`config.mk`:
```
export PLATFORM = sky130hd
export DESIGN_NAME = os_xor_slice_misr
export DESIGN_NICKNAME = d
export VERILOG_FILES = /design/src/rtl/os_xor_pkg.sv /design/src/rtl/os_misr_step.sv /design/src/rtl/os_xor_slice_misr.sv
export SDC_FILE = /design/constraint.sdc
export NUM_CORES = 1
export LEC_CHECK = 0
export BUFFER_PORTS_ARGS = -buffer_cell sky130_fd_sc_hd__buf_2
export CAP_MARGIN = 20
export CORE_ASPECT_RATIO = 0.7
export CORE_UTILIZATION = 32
export CTS_BUF_LIST = sky130_fd_sc_hd__clkbuf_16
export DETAILED_ROUTE_END_ITERATION = 12
export GPL_TIMING_DRIVEN = 1
export RECOVER_POWER = 100
export SKIP_LAST_GASP = 1
export SLEW_MARGIN = 40
export SYNTH_ARGS = -nofsm -noshare
export SYNTH_HDL_FRONTEND = slang
export SYNTH_HIERARCHICAL = 1
export SYNTH_SLANG_ARGS = --single-unit
```
`constraint.sdc`:
```
create_clock -name clk -period 1.6 [get_ports clk]
set_input_delay 0.16 -clock clk [delete_from_list [all_inputs] [get_ports clk]]
set_output_delay 0.16 -clock clk [all_outputs]
set_load 0.05 [all_outputs]
```
`src/rtl/os_xor_pkg.sv`:
```
// Shared definitions for the XOR-slice signature path: slice width, default MISR taps, FSM states.
package os_xor_pkg;

  localparam int SLICE_W = 7;
  // x^7 + x^3 + 1, bit i set = tap on x^i
  localparam logic [SLICE_W-1:0] MISR_POLY = 7'h09;

  typedef enum logic [1:0] {
    IDLE  = 2'd0,
    ACCUM = 2'd1,
    HOLD  = 2'd2
  } state_t;

endpackage

```
`src/rtl/os_misr_step.sv`:
```
// One MISR step over GF(2): shift left, fold the MSB back through the taps, absorb the new word.
module os_misr_step #(
  parameter int             W    = 7,
  parameter logic [W-1:0]   POLY = 7'h09
) (
  input  logic [W-1:0] sig,
  input  logic [W-1:0] din,
  output logic [W-1:0] sig_next
);

  assign sig_next = {sig[W-2:0], 1'b0} ^ (sig[W-1] ? POLY : '0) ^ din;

endmodule

```
`src/rtl/os_xor_slice_misr.sv`:
```
// Compresses a frame of slice words into one registered MISR signature with beat count.
// Result appears one cycle after the closing beat and is held until out_ready; input stalls meanwhile.
module os_xor_slice_misr
  import os_xor_pkg::*;
#(
  parameter int           W     = SLICE_W,
  parameter int           BEATS = 8,
  parameter logic [W-1:0] POLY  = MISR_POLY,
  parameter int           CW    = $clog2(BEATS + 1)
) (
  input  logic          clk,
  input  logic          rst_n,
  input  logic          clr,
  input  logic          in_valid,
  output logic          in_ready,
  input  logic [W-1:0]  in_data,
  input  logic          in_last,
  output logic          out_valid,
  input  logic          out_ready,
  output logic [W-1:0]  out_sig,
  output logic [CW-1:0] out_cnt,
  output logic          out_short
);

  state_t        state;
  logic [W-1:0]  sig;
  logic [W-1:0]  sig_nx;
  logic [CW-1:0] cnt;
  logic [CW-1:0] cnt_nx;
  logic          accept;
  logic          closing;

  os_misr_step #(
    .W    (W),
    .POLY (POLY)
  ) u_step (
    .sig      (sig),
    .din      (in_data),
    .sig_next (sig_nx)
  );

  // Decoded from registered state only, so out_ready never reaches in_ready combinationally.
  assign in_ready = (state != HOLD);
  assign accept   = in_valid & in_ready;
  assign cnt_nx   = cnt + CW'(1);
  assign closing  = in_last | (cnt_nx == CW'(BEATS));

  always_ff @(posedge clk or negedge rst_n) begin
    if (!rst_n) begin
      state     <= IDLE;
      sig       <= '0;
      cnt       <= '0;
      out_valid <= 1'b0;
      out_sig   <= '0;
      out_cnt   <= '0;
      out_short <= 1'b0;
    end else if (clr) begin
      // out_sig/out_cnt keep their last values so nothing undefined is ever presented.
      state     <= IDLE;
      sig       <= '0;
      cnt       <= '0;
      out_valid <= 1'b0;
    end else begin
      case (state)
        IDLE, ACCUM: begin
          if (accept) begin
            if (closing) begin
              out_sig   <= sig_nx;
              out_cnt   <= cnt_nx;
              out_short <= in_last & (cnt_nx < CW'(BEATS));
              out_valid <= 1'b1;
              sig       <= '0;
              cnt       <= '0;
              state     <= HOLD;
            end else begin
              sig   <= sig_nx;
              cnt   <= cnt_nx;
              state <= ACCUM;
            end
          end
        end
        HOLD: begin
          if (out_ready) begin
            out_valid <= 1'b0;
            state     <= IDLE;
          end
        end
        default: state <= IDLE;
      endcase
    end
  end

endmodule

```
==> results of run 1 <==
[worst max-delay path, cell delays in order, from the launching register on]
cell,delay (ns)
dfrtp_2,0.45
and3b_4,0.19
o211a_4,0.24
o211ai_4,0.22
buf_6,0.15
mux2_2,0.32
[state kept, by name, summed over array words and instances, names as in the netlist]
| name | count |
|---|---|
| sig | 7 |
| out_sig | 7 |
| state | 2 |
| cnt | 4 |
| out_cnt | 4 |
| out_valid | 1 |
| out_short | 1 |
[what timing repair did]
item	CTS	global route
gates resized for setup	4	1
hold buffers	1	0
cloned	0	0
setup buffers	2	0
setup endpoints to repair	10	12
hold endpoints to repair	26	0
pin swaps	1	0
[how the worst max path moves through the flow]
| stage | slack, ns | depth (start not counted) | endpoint |
|---|---|---|---|
| after floorplan | -0.13 | 6 | out_cnt[1] |
| after global placement | -0.06 | 5 | out_sig[5] |
| after detailed placement | -0.1 | 5 | out_sig[3] |
| after CTS | -0.08 | 5 | out_sig[2] |
| after global routing | -0.14 | 5 | out_sig[2] |
| final | -0.09 | 5 | out_sig[2] |
[cell type report]
type	count	area (sq um)
Sequential cell	26	652
Fill cell	356	2000
Timing Repair Buffer	44	278
Multi-Input combinational cell	75	606
Tap cell	50	62.6
Clock inverter	1	3.75
Clock buffer	3	75.1
Inverter	4	15.0
[Yosys cell counts, types with 3 or more instances]
library cell  instances
a21oi_1              10
clkbuf_1              3
dfrtp_1              26
inv_1                 3
mux2_2                3
mux2_4                7
nand2_1               8
nand4_1               8
nor2_1                4
nor2b_1               3
o21ai_0               4
xor2_1                7
[routing by layer]
metal | track usage [%] | share of wire [%] | vias up
met2 | 23.2 | 44 | 28
met3 | 4.30 | 4.9 | 5
li1 | - | - | 476
met4 | 4.76 | 1.6 | 0
met5 | 0 | 0 | -
met1 | 19.1 | 49 | 479
[metrics by stage]
step           setup slack, ns  utilization [%]  cells  hold slack (ns)
2_1_floorplan           -0.133                -    111           -0.136
3_3_place_gp           -0.0636             43.0    196            0.191
3_5_place_dp           -0.0964             43.0    196            0.202
4_1_cts                -0.0832             46.2    203           0.0862
5_1_grt                 -0.142             45.8    203            0.110
6_report               -0.0891             45.8    203           0.0903
[power breakdown]
| part | switching (W) | total, W | internal [W] |
|---|---|---|---|
| Sequential | 0.0000465 | 0.000774 | 0.000728 |
| Combinational | 0.000333 | 0.000487 | 0.000154 |
| Clock | 0.000226 | 0.000560 | 0.000335 |
| Total | 0.000605 | 0.00182 | 0.00122 |
[cells by family (layout without fill, tap and decap cells)]
logic type,Yosys count,count (layout)
AO/OA/AOI/OAI,23,23
XOR/XNOR,9,9
adder cells (fa/ha/maj),1,1
buffers and inverters,10,52
flip-flops,26,26
multiplexers,12,12
AND/OR/NAND/NOR,30,30
==> impl_metrics.yaml, run 1 <==
placement:
  placed_cell_area_sq_um: 1590
  hpwl_mm: 2.11
  gp_congestion: 0.784
  portBuffers: 26
routing:
  ant_nets: 0
  vias: 988
  routed_via_density: 4.87
  drcViolationCount: 0
  firstDrtPassIters: 4
  post_drt_wl_per_cell_um: 14.0
  drt_iter0_drc: 26
  wirelength_mm: 2.84
flow_run:
  cap_violations: 0
synthesis:
  syn_avg_cell_area_sq_um: 11.7
  synth_fa_ha_area_share_pct: 0.962
  syn-num-nets: 125
  yosysTopAreaCellShare_pct: 50.0
  synthFlopType: "dfrtp_1"
  synth_compound_area_share_pct: 13.5
  synth_edf_count: 0
  synthMuxAreaShare_pct: 12.2
  ys_warn_count: 6
  yosysSeqAreaShare_pct: 50.0
  synth_area_leader_cell: "dfrtp_1"
  synthArstFlopShare_pct: 100
  synth_cell_types: 31
  ys_ff_latch: 26
  synth-simple-area-share_pct: 12.2
  yosys-top-cells-area: "dfrtp_1 (50%), mux2_4 (8.1%), xor2_1 (4.7%), a21oi_1 (3.8%), nand4_1 (3.8%)"
  synth_xor_area_share_pct: 7.22
  syn-cell-area_sq_um: 1300
  syn_inst: 111
  synth_top_family_by_area: "compound AO/OA/AOI/OAI gates"
sta:
  drv_slew: 0
  finalHoldViolCount: 0
  setup-violations-final: 10
  slew-limit-headroom_pct: 56.6
  post-route-min-period_ns: 1.69
  setup_slack_ns: -0.0891
  fin_crit_sh_pct: 106
  rsz0062_at_grt: "true"
  fin_skew_ns: 0.00516
  tightestPinTransition_ns: 0.650
  fmax_mhz: 592
  tns_ns: -0.763
cts:
  tritoncts: "done"
  path_clk_slew_ns: 0.07
  h-tree-depth: 1
  cts_sinks: 26
  cts-root-buf: "clkbuf_16"
  numCtsBuffers: 3
  clock_latency_ns: 0.26
  clockBufferDepth: 2
finish:
  layout_commonest_cell: "dfrtp_1"
  drive_gt1_share_pct: 33.3
  areaGrowthSynthToFinish_pct: 30.1
  diodes: 0
  mostFrequentLayoutCells: "dfrtp_1 (25), buf_2 (12), clkbuf_1 (12)"
  stdcell_area_sq_um: 1690
  final_nets: 168
run_status:
  failed_checks: "setup timing"
  status: "complete, but fails checks"
power:
  leakage_nw: 0.837
  powerDensity_nw_per_um2: 1080
  totalPowerFinal_w: 0.00182
  peakVddDrop_v: 0.000511
critical_path:
  crit_path_end_kind: "register"
  startpoint: "cnt[0]"
  path_class: "register to register"
  critPathArrivalTime_ns: 1.84
  r2r_end: "out_sig[2]"
  cp.required_ns: 1.75
  ff2ff_setup_slack_ns: -0.09
  r2r_cells: 5
  r2r-start: "cnt[0]"
  critPathLaunchType: "register"
  path_max_fanout: 5
floorplanning:
  dieWidth_um: 78.2
  initial_core_util_pct: 35.2
  rows: 18
  ios: 27
  die_h_um: 55.3
  dieArea_sq_um: 4330
  core_sq_um: 3690
global_routing:
  grt_start_max_net_pins: 27
  antenna_found_initial: 0
  grt_pass1_vias: 1010
  grt_util_all_layers_pct: 14.6
  grt_first_pass_wirelength_mm: 4.86
  grt_overflow: 0
min_path:
  min_to: "state[1]"
  hold_depth: 2
  min_from: "out_ready"
  hold_class: "input port to register"
Note: power is estimated with default switching activity, not from simulation.
==> inputs of run 2 (changes only) <==
- REMOVE_ABC_BUFFERS: not set -> 1
==> impl_metrics.yaml, run 2 (synthesis gave the netlist of run 1 again) <==
sta:
  fmax_mhz: 602
  post-route-min-period_ns: 1.66
  rsz0062_at_grt: "true"
  fin_crit_sh_pct: 104
  finalHoldViolCount: 0
  slew-limit-headroom_pct: 57.0
  fin_skew_ns: 0.00237
  tns_ns: -0.506
  setup-violations-final: 10
  setup_slack_ns: -0.0605
  tightestPinTransition_ns: 0.645
  drv_slew: 0
global_routing:
  grt_first_pass_wirelength_mm: 4.79
  grt_util_all_layers_pct: 14.1
  antenna_found_initial: 0
  grt_overflow: 0
  grt_pass1_vias: 1044
  grt_start_max_net_pins: 27
placement:
  hpwl_mm: 2.10
  gp_congestion: 0.848
  post-place-cells: 196
  portBuffers: 26
  dp_slack_ns: -0.141
critical_path:
  crit_family: "flip-flops"
  critPathLaunchType: "register"
  path_class: "register to register"
  crit_chain: "and3b_4 > o211a_4 > o211ai_4 > buf_8 > mux2_4"
  critPathArrivalTime_ns: 1.80
  cp.required_ns: 1.74
  slowest_stage: "dfrtp_2"
  path_max_fanout: 8
  crit_path_end_kind: "register"
  slowest_delay_ns: 0.44
  path_buf_inv: 1
finish:
  final-seq-area_sq_um: 652
  diodes: 0
  fin_cells: 202
  multiInputGateArea_sq_um: 611
  final_nets: 168
  layout_commonest_cell: "dfrtp_1"
  reg_top3: "out_sig: 7 flops, sig: 7 flops"
  mostFrequentLayoutCells: "dfrtp_1 (25), clkbuf_1 (13), buf_4 (13)"
  areaGrowthSynthToFinish_pct: 30.3
  fill_cells: 369
  drive_gt1_share_pct: 32.2
power:
  totalPowerFinal_w: 0.00181
  leakage_nw: 0.843
  powerDensity_nw_per_um2: 1070
  peakVddDrop_v: 0.000546
floorplanning:
  dieWidth_um: 78.2
  ios: 27
  rows: 18
  core_sq_um: 3690
  initial_core_util_pct: 35.2
  dieArea_sq_um: 4330
  die_h_um: 55.3
cts:
  cts_sinks: 26
  path_clk_slew_ns: 0.06
  tritoncts: "done"
  h-tree-depth: 1
  clockBufferDepth: 2
  cts-root-buf: "clkbuf_16"
  numCtsBuffers: 3
  clock_latency_ns: 0.26
routing:
  firstDrtPassIters: 4
  routed_via_density: 4.94
  ant_nets: 0
  drcViolationCount: 0
  vias: 997
  wirelength_mm: 2.83
  post_drt_wl_per_cell_um: 14.0
  drt_iter0_drc: 33
flow_run:
  cap_violations: 0
run_status:
  status: "complete, but fails checks"
  failed_checks: "setup timing"
min_path:
  hold_class: "input port to register"
## run 2: changes by cell type in the layout (fill, tap and decap cells not counted)
| cell | before | now |
|---|---|---|
| buf_4 | 11 | 13 |
| buf_6 | 4 | 2 |
| mux2_2 | 2 | 0 |
| mux2_4 | 8 | 10 |
| buf_2 | 12 | 11 |
| buf_8 | 0 | 1 |
| clkbuf_1 | 12 | 13 |
| clkbuf_2 | 3 | 2 |
| ha_1 | 0 | 1 |
| ha_2 | 1 | 0 |
| inv_1 | 4 | 3 |
## run 2: through the flow
stage / util, % / hold WS, ns / area (sq um)
floorplan: - / -0.136 / 1260
global placement: 42.5 / 0.195 / 1570
detailed placement: 42.5 / 0.203 / 1570
CTS: 46.1 / 0.105 / 1700
global route: 45.9 / 0.108 / 1690
finish: 45.9 / 0.105 / 1690
## run 2: repair_timing
| item | 4_1_cts | 5_1_grt |
|---|---|---|
| gates resized for setup | 6 | 2 |
| hold endpoints to repair | 26 | 0 |
| setup endpoints to repair | 12 | 11 |
| hold buffers | 1 | 0 |
| pin swaps | 0 | 0 |
| setup buffers | 2 | 0 |
## run 2: worst paths after layout
kind | cells past startpoint | end | slack, ns | start
max | 5 | out_cnt[3] | -0.06 | cnt[0]
min | 2 | state[1] | 0.11 | out_ready
max reg2reg | 5 | out_cnt[3] | -0.06 | cnt[0]
min reg2reg | 1 | out_sig[0] | 0.51 | out_sig[0]
max in group asynchronous | 2 | cnt[0] | 0.69 | rst_n
min in group asynchronous | 2 | out_cnt[0] | 0.46 | rst_n
## run 2: layout make-up
type | instances | share of cell area (%)
inverters | 4 | 0.886
well taps | 50 | 3.69
flip-flops and latches | 26 | 38.5
clock buffers | 3 | 4.43
multi-input cells | 75 | 36.0
repair buffers | 44 | 16.5
## run 2: where the power goes
part           total (W)  internal, W  switching, W
registers       0.000771     0.000728     0.0000436
clock network   0.000544     0.000331      0.000213
logic           0.000498     0.000161      0.000337
total            0.00181      0.00122      0.000594
## run 2: layer usage
metal / vias up / global-route usage (%) / part of all wire [%]
met2: 27 / 22.4 / 45
met4: 0 / 1.85 / 0.39
met1: 493 / 19.7 / 49
li1: 475 / - / -
met3: 2 / 3.97 / 5.8
met5: - / 0 / 0
## run 2: worst reg2reg max path, cell delays in order (launching register included)
cell	delay, ns
dfrtp_2	0.44
and3b_4	0.19
o211a_4	0.24
o211ai_4	0.19
buf_8	0.18
mux2_4	0.31
==> inputs of run 3 (changes only) <==
- CORE_MARGIN: not set -> 4
==> impl_metrics.yaml, run 3 (synthesis gave the netlist of run 1 again) <==
run_status:
  status: "complete, but fails checks"
  failed_checks: "setup timing"
power:
  leakage_nw: 0.809
  pwr-share-clk_pct: 30.9
  totalPowerFinal_w: 0.00181
  p_comb_share_pct: 26.5
  p_sw_w: 0.000607
  swShare_pct: 33.5
  powerDensity_nw_per_um2: 1090
  p_int_w: 0.00121
  peakVddDrop_v: 0.000574
  pwr-share-seq_pct: 42.6
finish:
  fill_cells: 401
  drive_gt1_share_pct: 30.7
  areaGrowthSynthToFinish_pct: 27.7
  stdcell_area_sq_um: 1660
  layout_commonest_cell: "dfrtp_1"
  final_nets: 168
  diodes: 0
  reg_top3: "out_sig: 7 flops, sig: 7 flops"
  mostFrequentLayoutCells: "dfrtp_1 (25), clkbuf_1 (14), buf_4 (14)"
global_routing:
  grt_overflow: 0
  grt_util_all_layers_pct: 12.2
  grt_start_max_net_pins: 27
  grt_first_pass_wirelength_mm: 4.85
  grt_pass1_vias: 1032
  antenna_found_initial: 0
critical_path:
  critPathLaunchType: "register"
  path_max_fanout: 6
  crit_path_end_kind: "register"
  path_class: "register to register"
  crit_chain: "and3b_4 > o211a_4 > o211ai_4 > buf_6 > mux2_2"
  critPathArrivalTime_ns: 1.80
  r2r-start: "cnt[1]"
  slowest_delay_ns: 0.42
  cp.required_ns: 1.75
  path_buf_inv: 1
  startpoint: "cnt[1]"
  crit_family: "flip-flops"
  slowest_stage: "dfrtp_1"
cts:
  tritoncts: "done"
  cts-root-buf: "clkbuf_16"
  cts_sinks: 26
  clock_latency_ns: 0.26
  numCtsBuffers: 3
  path_clk_slew_ns: 0.06
  clockBufferDepth: 2
  h-tree-depth: 1
floorplanning:
  core_sq_um: 3920
  dieWidth_um: 84.2
  ios: 27
  dieArea_sq_um: 5160
  rows: 19
  initial_core_util_pct: 33.1
  die_h_um: 61.3
routing:
  drcViolationCount: 0
  vias: 998
  wirelength_mm: 3.05
  routed_via_density: 4.87
  ant_nets: 0
  post_drt_wl_per_cell_um: 14.9
  firstDrtPassIters: 4
  drt_iter0_drc: 94
sta:
  post-route-min-period_ns: 1.65
  rsz0062_at_grt: "true"
  fin_crit_sh_pct: 103
  fin_skew_ns: 0.00454
  tightestPinTransition_ns: 0.655
  finalHoldViolCount: 0
  drv_slew: 0
  fmax_mhz: 607
  slew-limit-headroom_pct: 56.3
  tns_ns: -0.371
  setup_slack_ns: -0.0466
  setup-violations-final: 10
flow_run:
  cap_violations: 0
placement:
  portBuffers: 26
  placed_cell_area_sq_um: 1570
  dp_slack_ns: -0.112
  gp_congestion: 0.806
  hpwl_mm: 2.22
min_path:
  hold_class: "input port to register"
  min_from: "out_ready"
==> run 3: cell types whose count changed in the layout (fill, tap and decap cells not counted), sizes merged <==
cell / previous run / this run
clkinv: 1 / 2
buf: 28 / 27
clkbuf: 18 / 19
==> run 3: layout make-up <==
cell class	count	area, sq um	share of cell area, %
Sequential cell	26	652	39.3
Inverter	4	15.0	0.904
Timing Repair Buffer	44	255	15.4
Multi-Input combinational cell	75	594	35.8
Tap cell	52	65.1	3.92
Clock buffer	3	75.1	4.52
Clock inverter	1	3.75	0.226
==> run 3: worst reg2reg max path, cell delays in order (launching register included) <==
cell and delay [ns]:
dfrtp_1 0.42, and3b_4 0.22, o211a_4 0.23, o211ai_4 0.18, buf_6 0.16, mux2_2 0.33
==> run 3: worst paths after layout <==
| check | endpoint | slack [ns] | cells past startpoint |
|---|---|---|---|
| setup / recovery | out_sig[1] | -0.05 | 5 |
| hold / removal | state[1] | 0.1 | 2 |
| setup reg to reg | out_sig[1] | -0.05 | 5 |
| hold reg to reg | out_cnt[2] | 0.52 | 1 |
| max in group asynchronous | cnt[0] | 0.68 | 2 |
| min in group asynchronous | out_cnt[1] | 0.46 | 2 |
==> run 3: per-layer routing <==
metal / GRT usage (%) / share of wire (%) / vias to the layer above
met3: 4.14 / 6.6 / 0
met2: 21.3 / 46 / 41
met1: 15.4 / 47 / 481
met4: 1.61 / 0 / 0
li1: - / - / 476
met5: 0 / 0 / -
==> run 3: power groups by stage <==
stage | combinational, W | sequential (W) | clock [W]
6_report | 0.000481 | 0.000773 | 0.000560
3_3_place_gp | 0.000483 | 0.000780 | 0
2_1_floorplan | 0.000138 | 0.000980 | 0
5_1_grt | 0.000510 | 0.000783 | 0.000596
4_1_cts | 0.000497 | 0.000773 | 0.000572
3_5_place_dp | 0.000491 | 0.000782 | 0
==> run 3: stage by stage <==
stage / hold WS [ns] / utilization (%) / std cells
finish: 0.0991 / 42.3 / 205
detailed placement: 0.203 / 39.9 / 197
global route: 0.118 / 42.3 / 205
global placement: 0.184 / 39.9 / 197
floorplan: -0.136 / - / 105
CTS: 0.0996 / 42.6 / 203
==> run 3: what timing repair did <==
action,CTS,global route
setup buffers,1,2
endpoints found under the hold margin,26,0
endpoints found under the setup margin,10,10
hold buffers,1,0
resized for setup,3,0
